--- src/rtl/vga_bounce_gen.sv ---
// Bouncing-box pixel source: registered RGB one clock after the pixel address,
// frame tick one clock after the last active pixel; no backpressure, one pixel per clock.
module vga_bounce_gen #(
    parameter int          H_ACT    = 640,
    parameter int          V_ACT    = 480,
    parameter int          BOX_W    = 64,
    parameter int          BOX_H    = 48,
    parameter int          STEP_X   = 2,
    parameter int          STEP_Y   = 2,
    parameter logic [23:0] BG_COLOR = 24'h000040
) (
    input  logic        clk,
    input  logic        rst_n,
    input  logic [10:0] h_addr,
    input  logic [10:0] v_addr,
    input  logic        move_en,
    output logic [23:0] data_display,
    output logic        frame_tick
);

    typedef enum logic [1:0] {DR, DL, UR, UL} dir_e;

    localparam logic [11:0] X_MAX  = 12'(H_ACT - BOX_W);
    localparam logic [11:0] Y_MAX  = 12'(V_ACT - BOX_H);
    localparam logic [11:0] STEP_XW = 12'(STEP_X);
    localparam logic [11:0] STEP_YW = 12'(STEP_Y);

    dir_e        state, state_nx;
    logic [10:0] box_x, box_y, box_x_nx, box_y_nx;
    logic [2:0]  color_idx, color_nx;
    logic        last_px, last_now;
    logic [23:0] pix_nx, pal;
    logic [11:0] sum_x, sum_y, x_end, y_end;
    logic        mv_right, mv_down, right_nx, down_nx, bounce_x, bounce_y;
    logic        in_act, in_box;

    always_comb begin
        case (color_idx)
            3'd0:    pal = 24'hFF0000;
            3'd1:    pal = 24'h00FF00;
            3'd2:    pal = 24'h0000FF;
            3'd3:    pal = 24'hFFFF00;
            3'd4:    pal = 24'h00FFFF;
            3'd5:    pal = 24'hFF00FF;
            3'd6:    pal = 24'hFFFFFF;
            default: pal = 24'hFF8000;
        endcase
    end

    always_comb begin
        x_end  = {1'b0, box_x} + 12'(BOX_W);
        y_end  = {1'b0, box_y} + 12'(BOX_H);
        in_act = (h_addr < 11'(H_ACT)) && (v_addr < 11'(V_ACT));
        in_box = (h_addr >= box_x) && ({1'b0, h_addr} < x_end) &&
                 (v_addr >= box_y) && ({1'b0, v_addr} < y_end);
        if (!in_act)
            pix_nx = 24'h000000;
        else if (in_box)
            pix_nx = pal;
        else
            pix_nx = BG_COLOR;
        last_now = (h_addr == 11'(H_ACT - 1)) && (v_addr == 11'(V_ACT - 1));
    end

    // Direction FSM and position step; evaluated only on an enabled frame tick.
    always_comb begin
        box_x_nx = box_x;
        box_y_nx = box_y;
        color_nx = color_idx;
        state_nx = state;
        bounce_x = 1'b0;
        bounce_y = 1'b0;
        mv_right = (state == DR) || (state == UR);
        mv_down  = (state == DR) || (state == DL);
        right_nx = mv_right;
        down_nx  = mv_down;
        sum_x    = {1'b0, box_x} + STEP_XW;
        sum_y    = {1'b0, box_y} + STEP_YW;
        if (frame_tick && move_en) begin
            if (mv_right) begin
                if (sum_x >= X_MAX) begin
                    box_x_nx = X_MAX[10:0];
                    right_nx = 1'b0;
                    bounce_x = 1'b1;
                end else begin
                    box_x_nx = sum_x[10:0];
                end
            end else if ({1'b0, box_x} <= STEP_XW) begin
                box_x_nx = 11'd0;
                right_nx = 1'b1;
                bounce_x = 1'b1;
            end else begin
                box_x_nx = box_x - STEP_XW[10:0];
            end
            if (mv_down) begin
                if (sum_y >= Y_MAX) begin
                    box_y_nx = Y_MAX[10:0];
                    down_nx  = 1'b0;
                    bounce_y = 1'b1;
                end else begin
                    box_y_nx = sum_y[10:0];
                end
            end else if ({1'b0, box_y} <= STEP_YW) begin
                box_y_nx = 11'd0;
                down_nx  = 1'b1;
                bounce_y = 1'b1;
            end else begin
                box_y_nx = box_y - STEP_YW[10:0];
            end
            // A corner hit is one colour step, not two.
            if (bounce_x || bounce_y)
                color_nx = color_idx + 3'd1;
            case ({right_nx, down_nx})
                2'b11:   state_nx = DR;
                2'b01:   state_nx = DL;
                2'b10:   state_nx = UR;
                default: state_nx = UL;
            endcase
        end
    end

    always_ff @(posedge clk or negedge rst_n) begin
        if (!rst_n) begin
            data_display <= 24'h000000;
            frame_tick   <= 1'b0;
            last_px      <= 1'b0;
            box_x        <= 11'd0;
            box_y        <= 11'd0;
            color_idx    <= 3'd0;
            state        <= DR;
        end else begin
            data_display <= pix_nx;
            last_px      <= last_now;
            frame_tick   <= last_now && !last_px;
            box_x        <= box_x_nx;
            box_y        <= box_y_nx;
            color_idx    <= color_nx;
            state        <= state_nx;
        end
    end

endmodule

--- config.mk ---
export PLATFORM = sky130hd
export DESIGN_NAME = vga_bounce_gen
export DESIGN_NICKNAME = d
export VERILOG_FILES = /design/src/rtl/vga_bounce_gen.sv
export SDC_FILE = /design/constraint.sdc
export NUM_CORES = 1
export LEC_CHECK = 0
export BUFFER_PORTS_ARGS = -buffer_cell sky130_fd_sc_hd__buf_2
export CAP_MARGIN = 20
export CORE_MARGIN = 2
export CORE_UTILIZATION = 33
export DETAILED_ROUTE_END_ITERATION = 6
export PLACE_DENSITY = 0.62
export RECOVER_POWER = 50
export SYNTH_ARGS = -nofsm -noshare
export SYNTH_HDL_FRONTEND = slang
export SYNTH_SLANG_ARGS = --single-unit
--- constraint.sdc ---
create_clock -name clk -period 3.2 [get_ports clk]
set_input_delay 0.64 -clock clk [delete_from_list [all_inputs] [get_ports clk]]
set_output_delay 0.64 -clock clk [all_outputs]
set_load 0.1 [all_outputs]
* Yosys cells after proc, flatten, opt, wreduce, memory -nomap -nowiden
Index checks and enable logic that the tools add are counted.
** Operators by class
- $lt $le $gt $ge :: 10
- Add/sub/neg operators :: 7
- Reductions and logical operators :: 14
- Mux-type cells :: 24
- Equality and inequality tests :: 13
** Operators with widths (count)
- $pmux 24 s7 :: 1
- $mux 11 :: 6
- $mux 24 :: 2
- $add 11x2->12 const B :: 2
- $lt 11x12->1 :: 2
- $ge 11x11->1 :: 2
- $le 11x2->1 const B :: 2
- $sub 11x2->11 const B :: 2
- $mux 1 :: 14
- $add 11x6->12 const B :: 1
- $add 11x7->12 const B :: 1
- $ge 12x10->1 const B :: 1
- $ge 12x9->1 const B :: 1
- $eq 11x10->1 const B :: 1
- $eq 11x9->1 const B :: 1
- $lt 11x10->1 const B :: 1
- $lt 11x9->1 const B :: 1
- $eq 3x3->1 const B :: 3
- $logic_and 1x1->1 :: 7
- $eq 2x2->1 const B :: 3
- $eq 3x2->1 const B :: 2
- $pmux 2 s3 :: 1
- $eq 2x1->1 const B :: 2
- $add 3x1->3 const B :: 1
- other kinds (6) :: 8
** Storage, ports and cells
- Input bits :: 25
- Register bits after elaboration :: 53
- Logic and storage cells :: 75
- Output and inout port bits :: 25

* Logic depth before layout (Yosys ltp)
Gate-level depths: netlist (run 1).
- Depth after elaboration :: 7
- Depth in mapped cells :: 12
- Depth with buffers taken out :: 11

* Least setup slack after synthesis (run 1)
No wires, ideal clock.
- Kind :: register -> register
- Start point :: register box_y[4]
- End point :: register data_display[14]
- Slack :: 0.653 ns
- Stages on the path, launching flop included :: 13
- Setup time :: 0.101 ns
- Path buffers :: 1
- Data required time :: 3.099 ns
- Arrival :: 2.446 ns
- Period minus slack after synthesis :: 2.547 ns
- Path through :: dfrtp_1 clkbuf_1 inv_1 ha_1 nor2_1 xnor2_1 ha_1 o21ai_0 a21oi_1 o221ai_1 a31o_2 o211ai_1 nor4_1
** Between the ends
- Longest elaborated chain between the ends :: 5
- Elaborated cells on any way between the ends :: 7
- Those cells by class :: 1 x add/sub; 2 x order compare; 2 x mux; 2 x reduce/logical
** Ends and longest elaborated chain
- from (decl) :: RTL line 29 : logic [10:0] box_x, box_y, box_x_nx, box_y_nx;
- from (signal assigned) :: RTL line 136 : box_y <= box_y_nx;
- $add 11x6->12 or $ge 11x11->1 (tied branches) :: RTL line 52, 55
- $lt 11x12->1 or $logic_and 1x1->1 (tied branches) :: RTL line 55, 54
- $logic_and 1x1->1 * :: RTL line 55 : (v_addr >= box_y) && ({1'b0, v_addr} < y_end);
- $mux 24 * :: RTL line 58 : else if (in_box)
- $mux 24 * :: RTL line 56 : if (!in_act)
- to (signal assigned) :: RTL line 132 : data_display <= pix_nx;
- to (decl) :: RTL line 17 : output logic [23:0] data_display,
Mark *: on every way between the ends. The rest lies on a longest branch, timed or not.
A chain may end at the register's enable or synchronous reset.

* Final worst setup path (run 1)
- Start point :: register box_y[4]
- End point :: register data_display[7]
The elaborated chain is that of the path after synthesis.

==> flow_summary.toml, run 1 <==
[outcome]
run_status = "finished with violations"
violations = "capacitance limit, slew limit"

[critical_path]
crit_slowest_cell = "dfrtp_1"
r2r_setup_slack_ns = 0.42
worstPathRequired_ns = 3.39
rr_worst_depth = 11
crit_top_cell = "ha_1"
crit_arrival_ns = 2.97
slowest_delay_ns = 0.70
startpoint_type = "flip-flop"
endpoint_kind = "flip-flop"
r2r_end = "data_display[7]"
reg2reg_from = "box_y[4]"
crit_start = "box_y[4]"
cp-endpoint = "data_display[7]"
crit_chain = "inv_1 > ha_1 > nor2_1 > xnor2_1 > ha_1 > o21ai_0 > a21oi_1 > o221ai_1 > a31o_2 > o211ai_1 > nor4_1"
critPathKind = "flip-flop to flip-flop"
crit_fanout = 18

[global_route]
grt_max_degree = 33
antenna_found_initial = 0
track_usage = 0.178
grt.overflow.total = 0
grt_pass1_vias = 3294
grt_pass1_wl_mm = 16.8

[yosys]
ys_async_sr_fraction = 1.00
synth_area_per_cell_sq_um = 8.22
syn_inst = 442
synthFlopType = "dfrtp_1"
syn_area_sq_um = 3630
ys_types = 70
ys_seq_elements = 32
synth_nets = 514
seq_area_frac_synth = 0.220
synth_edf_count = 0
yosys_warnings = 0

[finish]
nets = 538
drive_gt1_frac = 0.139
area_growth_pct = 8.02
final_cell_mix = "47 x ha_1, 36 x nand2_1, 36 x o21ai_0, 36 x buf_2, 32 x dfrtp_1"
n_fill_cell = 1113
layout_commonest_cell = "ha_1"
multi_input_area_sq_um = 2480
antenna_cells = 0
seq_area_sq_um = 801
instances_no_fill = 606

[clock_network]
cts_sinks = 32
cts-hold-fix-buffers = 0
cts_root_buf = "clkbuf_8"
ctsResizeCount = 0
clockBufferDepth = 2
cts_tree = "done"
clk_pin_slew_ns = 0.07
cts-buffers-inserted = 5
clk_latency_ns = 0.29
cts-htree-levels = 2
post_cts_buffers = 0

[placed_design]
dp.cells = 599
port_buffers = 49
hpwlAfterDp_mm = 7.67
gp_congestion = 0.948

[floorplan]
design.die.area_sq_um = 11900
core-area_sq_um = 10800
dieWidth_um = 109
rows = 38
ios = 50
start_util = 0.337
die_h_um = 109

[sta]
period_share = 0.870
clock-skew-final_ns = 0.0111
setup_viol = 0
rsz0062_at_grt = "false"
final_max_slew_viol_count = 33
max_slew_margin = -0.304
max_freq_ghz = 0.359
hold_viol = 0
fin_tns_setup_ns = 0
period_minus_slack_ns = 2.78
tightestPinTransition_ns = 1.96

[route]
num_vias = 3457
vias_per_cell = 5.70
drc_errors = 0
drt-total-wl_mm = 9.96
drt_pre_antenna_iters = 5
ant_nets = 0
wl_per_cell_um = 16.4
drtIter0Drc = 114

[power]
p_leak_nw = 1.76
vdd_ir_drop_max_mv = 0.136
powerDensity_nw_per_um2 = 205

[flow_run]
max_cap_violations = 1

[hold_path]
hold_path.class = "flip-flop to flip-flop"
## per-stage QoR
| stage | power, mW | area (sq um) | worst slack, ns | hold slack, ns | utilization |
|---|---|---|---|---|---|
| floorplan | 0.461 | 3630 | 0.653 | 0.344 | - |
| global placement | 0.503 | 3860 | 0.559 | 0.389 | 0.358 |
| detailed placement | 0.506 | 3860 | 0.472 | 0.399 | 0.358 |
| CTS | 0.822 | 3940 | 0.442 | 0.410 | 0.365 |
| global route | 0.844 | 3930 | 0.158 | 0.431 | 0.364 |
| finish | 0.804 | 3930 | 0.417 | 0.400 | 0.364 |
## how the worst min path moves through the flow
stage | startpoint | to | slack (ns) | cells after the start
finish | last_px | frame_tick | 0.40 | 1
global route | last_px | frame_tick | 0.43 | 1
CTS | last_px | frame_tick | 0.41 | 1
detailed placement | last_px | frame_tick | 0.40 | 1
global placement | last_px | frame_tick | 0.39 | 1
floorplan | rst_n | box_x[10] | 0.34 | 0
## power breakdown
part	leakage, nW	total (mW)	internal (mW)	switching, mW
Combinational	1.35	0.0918	0.0347	0.0571
Clock	0.0410	0.307	0.148	0.159
Sequential	0.369	0.405	0.405	0.000200
Total	1.76	0.804	0.587	0.216
## Yosys cell counts, drive strengths merged (3+ instances only)
| cell type | number | area share |
|---|---|---|
| a211oi | 8 | 0.017 |
| a21o | 4 | 0.0083 |
| a21oi | 24 | 0.033 |
| a221oi | 4 | 0.0096 |
| a31oi | 8 | 0.014 |
| and2 | 5 | 0.0086 |
| and4 | 3 | 0.0072 |
| buf | 26 | 0.052 |
| clkbuf | 12 | 0.012 |
| dfrtp | 32 | 0.22 |
| ha | 47 | 0.16 |
| inv | 31 | 0.032 |
| mux2i | 4 | 0.011 |
| nand2 | 36 | 0.037 |
| nand3 | 8 | 0.011 |
| nand3b | 3 | 0.0062 |
| nand4 | 10 | 0.021 |
| nor2 | 32 | 0.034 |
| nor3 | 15 | 0.021 |
| nor4 | 10 | 0.023 |
| o211ai | 6 | 0.012 |
| o21a | 8 | 0.017 |
| o21ai | 37 | 0.051 |
| o22ai | 6 | 0.010 |
| o2bb2ai | 4 | 0.0096 |
| o31ai | 4 | 0.0083 |
| or3 | 5 | 0.0086 |
| xnor2 | 9 | 0.022 |
## logic make-up after synthesis
kind of cell / Yosys count / share of synthesized area
AND/OR/NAND/NOR: 139 / 0.205
AO/OA/AOI/OAI: 137 / 0.270
buffers and inverters: 70 / 0.0978
adder cells (fa/ha/maj): 47 / 0.162
flip-flops: 32 / 0.220
XOR/XNOR: 11 / 0.0265
multiplexers: 6 / 0.0182
## sequential cells by signal, indices dropped and copies added, names as in the netlist
signal,cells
box_x,10
box_y,10
color_idx,3
data_display,5
frame_tick,1
last_px,1
state,2
## critical path, delay by kind of cell, from the launching register on
family          cells  cell delay [ns]
simple gates        2             0.47
fa+ha+maj           2             0.52
flops               1             0.70
xor+xnor            1             0.13
compound gates      5             0.71
buf+inv             1             0.14
## area by class of cell
cell class	instances	area share
clock inverters	1	0.00127
inverters	32	0.0306
repair buffers	55	0.0698
flip-flops and latches	32	0.204
multi-input cells	340	0.631
clock buffers	6	0.0185
well taps	140	0.0446
## layer usage
layer | up-vias | global-route usage | share of wire
met5 | - | 0 | 0
met4 | 0 | 0.0476 | 0.014
met3 | 11 | 0.0311 | 0.047
met2 | 89 | 0.295 | 0.49
met1 | 1678 | 0.237 | 0.45
li1 | 1679 | - | -
(Power assumes the default switching activity.)
==> inputs of run 2 (changes only) <==
CAP_MARGIN = 15   (was 20)
PLACE_DENSITY = 0.64   (was 0.62)
clock period = 2.5 ns   (was 3.2 ns; I/O delays follow)
==> flow_summary.toml, run 2 (synthesized netlist as in run 1, its figures left out) <==
[outcome]
run_status = "finished with violations"
violations = "capacitance limit, slew limit"

[critical_path]
r2r_setup_slack_ns = 0.07
r2r_end = "box_x[4]"
worstPathRequired_ns = 2.71
crit_slowest_cell = "o41ai_2"
crit_chain = "ha_2 > nand4_1 > o41ai_2 > o31ai_1 > a311oi_4 > buf_4 > a41o_1 > o2bb2ai_1"
cp-endpoint = "box_x[4]"
crit_fanout = 12
crit_start = "box_x[2]"
critPathKind = "flip-flop to flip-flop"
reg2reg_from = "box_x[2]"
slowest_delay_ns = 0.39
endpoint_kind = "flip-flop"
crit_arrival_ns = 2.65
rr_worst_depth = 8
startpoint_type = "flip-flop"

[sta]
max_slew_margin = -0.254
clock-skew-final_ns = 0.0131
final_max_slew_viol_count = 33
hold_viol = 0
max_freq_ghz = 0.411
hold_slack_ns = 0.399
setup_viol = 0
period_share = 0.974
tightestPinTransition_ns = 1.88
period_minus_slack_ns = 2.43

[route]
vias_per_cell = 5.68
ant_nets = 0
drt-total-wl_mm = 10.4
num_vias = 3593
wl_per_cell_um = 16.4
drt_pre_antenna_iters = 5
drc_errors = 0
drtIter0Drc = 266

[finish]
largestRegisters = "box_x x10, box_y x10, data_display x5"
antenna_cells = 0
layout_commonest_cell = "ha_1"
instances_no_fill = 633
nets = 565
drive_gt1_frac = 0.217
n_fill_cell = 1088
final_cell_mix = "44 x ha_1, 37 x buf_2, 36 x nand2_1, 34 x o21ai_0, 33 x buf_4"
area_growth_pct = 15.2

[floorplan]
design.die.area_sq_um = 11900
dieWidth_um = 109
core-area_sq_um = 10800
die_h_um = 109
ios = 50
rows = 38
start_util = 0.337

[power]
p_leak_nw = 1.90
vdd_ir_drop_max_mv = 0.144
powerDensity_nw_per_um2 = 261

[clock_network]
cts_root_buf = "clkbuf_8"
cts_tree = "done"
cts-htree-levels = 2
clk_pin_slew_ns = 0.07
clk_latency_ns = 0.29
cts_sinks = 32
cts-buffers-inserted = 5
cts-hold-fix-buffers = 0
clockBufferDepth = 2

[flow_run]
max_cap_violations = 1

[global_route]
grt_pass1_vias = 3371
track_usage = 0.178
antenna_found_initial = 0
grt.overflow.total = 0
grt_pass1_wl_mm = 16.7
grt_max_degree = 33

[hold_path]
hold_path.class = "flip-flop to flip-flop"
min_from = "last_px"

[placed_design]
gp_congestion = 0.925
dp.cells = 618
hpwlAfterDp_mm = 7.84
port_buffers = 49
-- run 2: cell count changes in the layout (fill, tap and decap cells not counted), sizes merged --
cell and delta:
buf +28, clkinv -1
-- run 2: final cells by class --
cell class                 count  area (sq um)  area share
sequential                    32           808       0.193
multi-input combinational    340          2510       0.599
clock buffer                   7          96.3      0.0230
timing repair buffer          82           478       0.114
tap                          140           175      0.0418
inverter                      32           120      0.0287
-- run 2: routing by layer --
metal	track usage	part of all wire
met3	0.0257	0.059
met2	0.310	0.49
met4	0.0403	0.011
met5	0	0
met1	0.233	0.44
-- run 2: power breakdown --
part	internal [mW]	leakage (nW)	switching, mW
combinational	0.0450	1.49	0.0763
clock	0.246	0.0503	0.209
sequential	0.518	0.363	0.000270
total	0.809	1.90	0.285
-- run 2: worst min-delay path by stage --
stage | slack (ns) | to | cells past startpoint
floorplan | 0.20 | box_x[10] | 0
global placement | 0.39 | frame_tick | 1
detailed placement | 0.39 | frame_tick | 1
CTS | 0.31 | box_x[5] | 1
global route | 0.41 | frame_tick | 1
finish | 0.40 | frame_tick | 1
-- run 2: critical path: cells and delay by family (launching register included) --
kind / cells / cell delay, ns
compound gates: 5 / 1.27
flops: 1 / 0.35
simple gates: 1 / 0.23
fa+ha+maj: 1 / 0.25
buf+inv: 1 / 0.26
-- run 2: per-stage QoR --
step | cell area, sq um | setup TNS [ns] | setup WS (ns) | power (mW) | util
3_5_place_dp | 4010 | -0.00205 | -0.00205 | 0.647 | 0.371
2_1_floorplan | 3640 | 0 | 0.0350 | 0.590 | -
5_1_grt | 4190 | -0.272 | -0.0607 | 1.14 | 0.388
3_3_place_gp | 4010 | 0 | 0.0875 | 0.644 | 0.371
6_report | 4190 | 0 | 0.0657 | 1.09 | 0.388
4_1_cts | 4110 | 0 | 0.0304 | 1.10 | 0.381
-- run 2: timing repair --
item,4_1_cts,5_1_grt
setup buffers,0,8
pin swaps,0,5
setup endpoints to repair,3,17
resized for setup,3,12
cloned,0,0
==> inputs of run 3 (changes only) <==
==> constraint.sdc (replaced) <==
create_clock -name clk -period 2.5 [get_ports clk]
set_input_delay 0.25 -clock clk [delete_from_list [all_inputs] [get_ports clk]]
set_output_delay 0.25 -clock clk [all_outputs]
set_load 0.1 [all_outputs]
==> flow_summary.toml, run 3 (synthesized netlist as in run 1, its figures left out) <==
[hold_path]
min_from = "h_addr[4]"
holdPathEnd = "last_px"
min_path_cells = 3
hold_path.class = "primary input to flip-flop"

[finish]
layout_commonest_cell = "ha_1"
n_fill_cell = 1096
largestRegisters = "box_x x10, box_y x10, data_display x5"
instances_no_fill = 634
antenna_cells = 0
fin_area_sq_um = 4190
multi_input_area_sq_um = 2500
seq_area_sq_um = 808
area_growth_pct = 15.2
drive_gt1_frac = 0.211
nets = 565
final_cell_mix = "44 x ha_1, 37 x buf_2, 36 x nand2_1, 33 x o21ai_0, 33 x buf_4"
final_util = 0.388

[sta]
finalWorstSetupSlack_ns = 0.0989
max_slew_margin = -0.214
hold_viol = 0
setup_viol = 0
hold_slack_ns = 0.275
max_freq_ghz = 0.416
period_minus_slack_ns = 2.40
clock-skew-final_ns = 0.0135
final_max_slew_viol_count = 33
tightestPinTransition_ns = 1.82
period_share = 0.960

[critical_path]
r2r_setup_slack_ns = 0.1
crit_start = "box_y[8]"
crit_top_cell = "buf_4"
crit_arrival_ns = 2.54
cp_num_buf_inv = 2
critPathKind = "flip-flop to flip-flop"
crit_slowest_cell = "or4_4"
critPathTopFamily = "compound AO/OA/AOI/OAI gates"
r2r_end = "box_y[5]"
rr_worst_depth = 7
worstPathRequired_ns = 2.64
crit_fanout = 6
endpoint_kind = "flip-flop"
crit_chain = "buf_4 > or4_4 > o41ai_4 > buf_4 > a21oi_1 > a211oi_1 > o21ai_0"
startpoint_type = "flip-flop"
slowest_delay_ns = 0.59
reg2reg_from = "box_y[8]"

[clock_network]
cts-buffers-inserted = 5
cts_root_buf = "clkbuf_8"
clockBufferDepth = 2
clk_pin_slew_ns = 0.08
cts-htree-levels = 2
cts_sinks = 32
clk_latency_ns = 0.29
cts_tree = "done"

[power]
clkPwrFrac = 0.441
power.internal_mw = 0.859
switching_share = 0.247
vdd_ir_drop_max_mv = 0.299
p_sw_mw = 0.282
p_leak_nw = 1.91
seq_power_share = 0.454
comb_power_share = 0.104
powerDensity_nw_per_um2 = 272

[outcome]
violations = "capacitance limit, slew limit"
run_status = "finished with violations"

[placed_design]
gp_congestion = 0.923
hpwlAfterDp_mm = 7.70
dpl_cell_area_sq_um = 4010
place_ws_ns = 0.0426
port_buffers = 49
dp.cells = 618

[floorplan]
start_util = 0.337
dieWidth_um = 109
rows = 38
design.die.area_sq_um = 11900
core-area_sq_um = 10800
die_h_um = 109
ios = 50

[route]
drt-total-wl_mm = 9.99
drtIter0Drc = 180
drt_pre_antenna_iters = 5
num_vias = 3528
vias_per_cell = 5.56
drc_errors = 0
ant_nets = 0
wl_per_cell_um = 15.8

[global_route]
antenna_found_initial = 0
grt_pass1_wl_mm = 15.9
grt.overflow.total = 0
grt_max_degree = 33
track_usage = 0.172
grt_pass1_vias = 3271

[flow_run]
max_cap_violations = 1
[run 3: worst reg2reg max path, stage by stage (launching register included)]
cell and delay (ns):
dfrtp_2 0.43, buf_4 0.14, or4_4 0.59, o41ai_4 0.50, buf_4 0.22, a21oi_1 0.04, a211oi_1 0.21, o21ai_0 0.12
[run 3: worst max-delay path by stage]
stage                                   to  slack, ns  cells past startpoint
after CTS                     color_idx[1]       0.01                      7
after global routing      data_display[15]     -0.005                     11
final                             box_y[5]        0.1                      7
after detailed placement      color_idx[1]       0.04                      7
after floorplan           data_display[14]       0.04                     12
after global placement        color_idx[1]       0.09                      7
[run 3: layout make-up]
cell class                      instances  area share
Multi-Input combinational cell        340       0.597
Sequential cell                        32       0.193
Timing Repair Buffer                   82       0.114
Tap cell                              140      0.0418
Inverter                               32      0.0287
Clock buffer                            6      0.0173
Clock inverter                          2     0.00836
[run 3: stage by stage]
stage / setup TNS (ns) / power (mW)
after floorplan: 0 / 0.590
after global placement: 0 / 0.644
after detailed placement: 0 / 0.647
after CTS: 0 / 1.16
after global routing: -0.00466 / 1.20
final: 0 / 1.14
[run 3: power by group through the flow]
stage                     Combinational [mW]  Sequential (mW)  Clock (mW)
after global placement                 0.115            0.528           0
after detailed placement               0.119            0.528           0
after floorplan                       0.0566            0.533           0
after CTS                              0.119            0.518       0.522
after global routing                   0.136            0.518       0.546
final                                  0.119            0.518       0.504
[run 3: routing by layer]
layer,up-vias,part of all wire,GRT usage
met5,-,0,0
met4,0,0.029,0.0632
met3,25,0.062,0.0209
met2,141,0.47,0.287
met1,1637,0.43,0.227
li1,1725,-,-
[run 3: repair_timing]
action / 4_1_cts / 5_1_grt
setup buffers: 0 / 8
gates resized for setup: 0 / 14
setup endpoints to repair: 0 / 17
hold buffers: 0 / 0
